===== src/rtl/ps2_frame_rx.sv =====
// PS/2 device-to-host receiver: synchronises and glitch-filters kclk/kdata, deserialises
// 11-bit frames, checks start/odd-parity/stop, and recovers from stalled frames by timeout.
module ps2_frame_rx #(
  parameter int FILTER_LEN  = 8,
  parameter int TIMEOUT_CYC = 50000
) (
  input  logic        clk,
  input  logic        rst_n,
  input  logic        kclk,
  input  logic        kdata,
  output logic [15:0] keycode,
  output logic [7:0]  scan_byte,
  output logic        oflag,
  output logic        err
);

  localparam int FW = $clog2(FILTER_LEN + 1);
  localparam int TW = $clog2(TIMEOUT_CYC);

  typedef enum logic [1:0] {S_IDLE, S_DATA, S_PARITY, S_STOP} state_t;

  // Line index 0 is kclk, index 1 is kdata.
  logic [1:0]    r_sync1, r_sync2, r_filt;
  logic [FW-1:0] r_fcnt [2];
  logic          r_kclk_prev;

  state_t        r_state, w_state_next;
  logic [7:0]    r_shreg;
  logic [2:0]    r_bit_cnt;
  logic          r_parity;
  logic [TW-1:0] r_tcnt;

  logic          w_strobe, w_bit;
  logic          w_accept, w_reject, w_timeout;

  // NOTE: every register below is written with non-blocking assignments so that all
  // flops sample the pre-edge values of their neighbours, exactly like the hardware.
  always_ff @(posedge clk or negedge rst_n) begin
    if (!rst_n) begin
      r_sync1     <= '1;
      r_sync2     <= '1;
      r_filt      <= '1;
      r_fcnt[0]   <= '0;
      r_fcnt[1]   <= '0;
      r_kclk_prev <= 1'b1;
    end else begin
      r_sync1     <= {kdata, kclk};
      r_sync2     <= r_sync1;
      r_kclk_prev <= r_filt[0];
      for (int i = 0; i < 2; i++) begin
        if (r_sync2[i] == r_filt[i]) begin
          r_fcnt[i] <= '0;
        end else if (r_fcnt[i] == FW'(FILTER_LEN - 1)) begin
          r_filt[i] <= r_sync2[i];
          r_fcnt[i] <= '0;
        end else begin
          r_fcnt[i] <= r_fcnt[i] + FW'(1);
        end
      end
    end
  end

  assign w_strobe = r_kclk_prev & ~r_filt[0];
  assign w_bit    = r_filt[1];

  // NOTE: every output of this block is given a default first, so no path can
  // leave a signal unassigned and infer a latch.
  always_comb begin
    w_state_next = r_state;
    w_accept     = 1'b0;
    w_reject     = 1'b0;
    w_timeout    = 1'b0;
    case (r_state)
      S_IDLE:   if (w_strobe && !w_bit) w_state_next = S_DATA;
      S_DATA:   if (w_strobe && r_bit_cnt == 3'd7) w_state_next = S_PARITY;
      S_PARITY: if (w_strobe) w_state_next = S_STOP;
      S_STOP: begin
        if (w_strobe) begin
          w_state_next = S_IDLE;
          if (w_bit && (^{r_shreg, r_parity})) w_accept = 1'b1;
          else                                 w_reject = 1'b1;
        end
      end
      default:  w_state_next = S_IDLE;
    endcase
    // A strobe landing on the terminal count wins over the timeout.
    if (r_state != S_IDLE && !w_strobe && r_tcnt == TW'(TIMEOUT_CYC - 1)) begin
      w_state_next = S_IDLE;
      w_timeout    = 1'b1;
    end
  end

  always_ff @(posedge clk or negedge rst_n) begin
    if (!rst_n) begin
      r_state   <= S_IDLE;
      r_shreg   <= '0;
      r_bit_cnt <= '0;
      r_parity  <= 1'b0;
      r_tcnt    <= '0;
      keycode   <= '0;
      scan_byte <= '0;
      oflag     <= 1'b0;
      err       <= 1'b0;
    end else begin
      r_state <= w_state_next;

      if (r_state == S_IDLE || w_strobe || w_timeout) r_tcnt <= '0;
      else                                            r_tcnt <= r_tcnt + TW'(1);

      if (w_strobe) begin
        case (r_state)
          S_IDLE:   r_bit_cnt <= '0;
          S_DATA: begin
            r_shreg   <= {w_bit, r_shreg[7:1]};
            r_bit_cnt <= r_bit_cnt + 3'd1;
          end
          S_PARITY: r_parity <= w_bit;
          default:  ;
        endcase
      end

      if (w_accept) begin
        scan_byte <= r_shreg;
        keycode   <= {keycode[7:0], r_shreg};
      end
      oflag <= w_accept;
      err   <= w_reject | w_timeout;
    end
  end

endmodule

===== config.mk =====
export PLATFORM = sky130hd
export DESIGN_NAME = ps2_frame_rx
export DESIGN_NICKNAME = d
export VERILOG_FILES = /design/src/rtl/ps2_frame_rx.sv
export SDC_FILE = /design/constraint.sdc
export NUM_CORES = 1
export LEC_CHECK = 0
export CORE_UTILIZATION = 35
export DETAILED_ROUTE_END_ITERATION = 10
export PLACE_DENSITY = 0.55
export SYNTH_ARGS = -nofsm -noshare
export SYNTH_HDL_FRONTEND = slang
export SYNTH_SLANG_ARGS = --single-unit

===== constraint.sdc =====
create_clock -name clk -period 2.53 [get_ports clk]
set_input_delay 0.253 -clock clk [delete_from_list [all_inputs] [get_ports clk]]
set_output_delay 0.253 -clock clk [all_outputs]
set_load 0.05 [all_outputs]

Word-level counts from Yosys, hierarchy flattened
Cells that the tools add are included.
{ "word_totals": {"output_inout_bits": 26, "inputBits": 4, "elab_cells": 76, "regBits": 71} }
{ "classes": {"n_addsub": 4, "n_mux": 19, "n_reduce_logical": 19, "bitwise_logic": 5, "eq_ne": 13} }
{ "op_table": {"columns": ["operator", "n"], "rows": [
  ["adder 16 x 1 -> 16 bit (second input constant)", 1],
  ["== test 16 bit (second input constant)", 1],
  ["2-to-1 mux 16 bit", 1],
  ["2-to-1 mux 4 bit", 4],
  ["inequality test 3 bit (second input constant)", 4],
  ["2-to-1 mux 2 bit", 5],
  ["AND reduction 2 bit", 5],
  ["parity 9 bit", 1],
  ["adder 4 x 1 -> 4 bit (second input constant)", 2],
  ["== test 4 x 3 -> 1 bit (second input constant)", 2],
  ["case mux 2 bit (4 select lines)", 1],
  ["2-to-1 mux 1 bit", 7],
  ["case mux 3 bit (2 select lines)", 1],
  ["logical AND 1 bit", 5],
  ["== test 2 bit (second input constant)", 2],
  ["AND reduction 4 bit", 1],
  ["nonzero test 2 bit", 2],
  ["adder 3 x 1 -> 3 bit (second input constant)", 1],
  ["== test 3 bit (second input constant)", 1],
  ["inverter 1 bit", 3],
  ["== test 1 bit", 2],
  ["== test 2 x 1 -> 1 bit (second input constant)", 1],
  ["logical NOT 1 bit", 2],
  ["logical NOT 2 bit", 1],
  ["other kinds (3)", 4]
]} }

Depth between registers and ports, before layout
{ "logic_depth": {"word_depth": 8, "ltp_mapped": 7, "depth_no_buf": 7} }

Worst setup path after synthesis
Ideal clock, no wire load.
{ "synth_timing": {"path_kind": "register to register", "start": "register r_shreg[1]", "end": "register keycode[10]", "t_required_ns": 2.405, "arrival_time_ns": 1.863, "path_stages_with_launch": 7, "n_path_buf": 1, "path_slack_ns": 0.542, "synth_period_minus_slack_ns": 1.988, "setup_ns": 0.125, "cell_sequence": "dfrtp_1 -> xnor2_1 -> xnor3_1 -> xnor2_2 -> nand4_4 -> buf_6 -> mux2_4"} }
{ "synth_via": {"elab_chain_len": 5} }
{ "synth_lines": {"columns": ["element", "line_no", "source"], "rows": [
  ["from (decl)", "28", "logic [7:0] r_shreg;"],
  ["from (signal assigned)", "114", "r_shreg <= {w_bit, r_shreg[7:1]};"],
  ["parity 9 bit", "80", "if (w_bit && (^{r_shreg, r_parity})) w_accept = 1'b1;"],
  ["logical AND 1 bit", "80", null],
  ["2-to-1 mux 1 bit", "80", null],
  ["2-to-1 mux 1 bit", "78", "if (w_strobe) begin"],
  ["2-to-1 mux 1 bit", "73", "case (r_state)"],
  ["to (signal assigned)", "124", "keycode <= {keycode[7:0], r_shreg};"],
  ["to (decl)", "11", "output logic [15:0] keycode,"]
]} }
No other way between the ends.
A chain may end at the register's enable or synchronous reset.

Final worst setup path
{ "layout_timing": {"start": "register r_shreg[1]", "end": "register keycode[12]"} }
The elaborated chain is that of the path after synthesis.

==> results.cfg <==
[outcome]
outcome = finished clean

[global_route]
antenna_found_initial = 0
grt_usage_pct = 11.9
grt_max_degree = 29
grt.overflow.total = 0
grt_pass1_wl_um = 7710
grt_pass1_vias = 1661

[sta]
max_freq_ghz = 0.464
tns_ns = 0
grt_setup_unrepaired = no
slew_viol_final = 0
worst_slew_pin_slew_ns = 0.631
worst_slack_ns = 0.373
hold_viol_final = 0
skew_ns = 0.00656
min_period_ns = 2.16
period_share_pct = 85.3
setup-violations-final = 0
slew_headroom_pct = 58.0

[final_layout]
seqCellArea_um2 = 1590
syn2layout_area_growth_pct = 19.5
multi_input_area_um2 = 1130
final_common_cell = dfrtp_1
nets = 275
final_cell_mix = dfrtp_1, nor2_1, clkdlybuf4s50_1
nFillCells = 758
drive_gt1_share_pct = 21.1
antenna_cells = 0

[clock_tree]
numClockSinks = 63
clk_pin_slew_ns = 0.07
htree_levels = 3
cts_repair_resize_count = 0
clock_latency_ns = 0.34
clockBufferDepth = 2
cts_inserted_buffers = 9
cts_tree = done
clockRootBuffer = clkbuf_8

[logic_synthesis]
synthesis.instances = 229
synth_edf_count = 0
synth-seq-cells = 63
synthesis.nets = 243
async_reset_ff_share_pct = 100
ys_seq_area_share_pct = 56.1
syn_area_um2 = 2830
synth_xor_area_share_pct = 8.50
synthFlopType = dfrtp_1
synth_cell_types = 29
yosysWarningCount = 0
synth-simple-area-share_pct = 12.3
synth_fa_ha_area_share_pct = 4.43
synth_compound_area_share_pct = 3.01
post_synth_mux_area_share_pct = 12.0
syn_area_per_cell_um2 = 12.3
synth_top_family_by_area = simple AND/OR/NAND/NOR gates

[setup_path]
max_stage_delay_ns = 0.45
required_ns = 2.75
arrival_ns = 2.38
cp-start-kind = flip-flop
cp_max_fo = 17
crit_type = reg2reg
critPathCaptureType = flip-flop
crit_chain = xnor2_1, xnor3_1, xnor2_2, nand4_4, mux2_4
crit_slowest_cell = xnor3_1

[power_and_ir_drop]
power_frac_clock_pct = 29.9
powerDensity_nw_per_um2 = 757
p_comb_share_pct = 20.9
p_seq_share_pct = 49.2
p_sw_share_pct = 31.5
peakVddDrop_mv = 0.282
p_sw_uw = 805
internal_power_mw = 1.75
p_leak_nw = 1.58

[routing]
wl_per_cell_um = 12.0
drt-total-wl_um = 4430
drcViolationCount = 0
dr_total_vias = 1703
dr.pass1.iters = 4
antenna_left = 0
drt-initial-drc-count = 76
vias_per_cell = 4.63

[place]
gp_congestion = 0.813
place_hpwl_um = 3090
preCtsSetupSlack_ns = 0.361
io_buffer_count = 29

[die]
die-height_um = 91.8
core-area_um2 = 7770
rows = 32
dieArea_um2 = 8440
die_w_um = 91.8
initial_utilization_pct = 36.4
io_pins = 30

[worst_hold_path]
hold_class = in2reg

[flow_run]
maxCapViolations = 0
[path summary, 6_finish.rpt]
check	from	endpoint	slack [ns]	cells after the start
min in group asynchronous	rst_n	r_fcnt[6]	0.46	2
max in group asynchronous	rst_n	r_tcnt[9]	1.46	3
max reg2reg	r_shreg[1]	keycode[12]	0.37	5
min reg2reg	r_sync1[0]	r_sync2[0]	0.36	0
min	kdata	r_sync1[1]	0.32	1
max	r_shreg[1]	keycode[12]	0.37	5
[layout make-up]
| cell class | instances | share of cell area, % |
|---|---|---|
| sequential | 63 | 47.0 |
| multi-input combinational | 148 | 33.6 |
| timing repair buffer | 33 | 9.79 |
| clock buffer | 11 | 4.19 |
| tap | 102 | 3.78 |
| clock inverter | 5 | 1.00 |
| inverter | 6 | 0.667 |
[worst max-delay path, delay by kind of cell (launching register included)]
kind,cells,cell delay [ns]
xor gates and xnor gates,3,0.86
DFF,1,0.41
muxes,1,0.41
and+or+nand+nor,1,0.35
[flip-flops by register name, indices dropped and copies added, names as in the netlist]
signal	flops
r_filt	2
r_sync1	2
oflag	1
r_bit_cnt	3
keycode	16
r_shreg	8
r_kclk_prev	1
r_sync2	2
r_state	2
r_fcnt	8
r_parity	1
err	1
r_tcnt	16
[through the flow]
step                      instances  hold slack [ns]  total power [mW]  utilization [%]  cell area [um^2]
after detailed placement        351            0.311              1.82             41.1              3190
after floorplan                 229          -0.0426              1.67                -              2830
after global routing            368            0.306              2.74             43.5              3380
after CTS                       368            0.309              2.61             43.5              3380
after global placement          351            0.308              1.81             41.1              3190
final                           368            0.323              2.55             43.5              3380
[power groups by stage]
stage / Sequential, mW / Combinational, mW / Clock, mW
final: 1.26 / 0.533 / 0.765
after global routing: 1.28 / 0.620 / 0.838
after CTS: 1.26 / 0.548 / 0.803
after detailed placement: 1.28 / 0.543 / 0
after global placement: 1.27 / 0.533 / 0
after floorplan: 1.24 / 0.428 / 0
[kinds of logic after synthesis]
group           count (synthesis)
simple gates                   73
mux                            27
buf+inv                        18
flops                          63
fa+ha+maj                      10
xor+xnor                       25
compound gates                 13
[cells in the mapped netlist (all sizes together), types with 5 or more instances]
| cell type | number | area (um^2) |
|---|---|---|
| dfrtp | 56 | 1400 |
| nor2 | 28 | 105 |
| mux2 | 27 | 338 |
| xnor2 | 16 | 148 |
| nand2 | 14 | 52.6 |
| ha | 10 | 125 |
| buf | 9 | 71.3 |
| nand3 | 9 | 45.0 |
| xor2 | 8 | 70.1 |
| dfstp | 7 | 184 |
| nor3 | 7 | 35.0 |
| inv | 6 | 22.5 |
| o21ai | 6 | 30.0 |
| nand4 | 5 | 46.3 |
[repair_timing]
| action | in CTS | in global routing |
|---|---|---|
| setup buffers | 0 | 0 |
| hold buffers | 1 | 0 |
| hold endpoints to repair | 17 | 0 |
[metal layers]
| metal | up-vias | track usage, % | part of all wire, % |
|---|---|---|---|
| met1 | 825 | 14.8 | 50 |
| met2 | 32 | 18.2 | 44 |
| met4 | 0 | 5.08 | 1.5 |
| met5 | - | 0 | 0 |
| met3 | 7 | 4.98 | 4.9 |
| li1 | 839 | - | - |
Note: power is estimated with default switching activity, not from simulation.
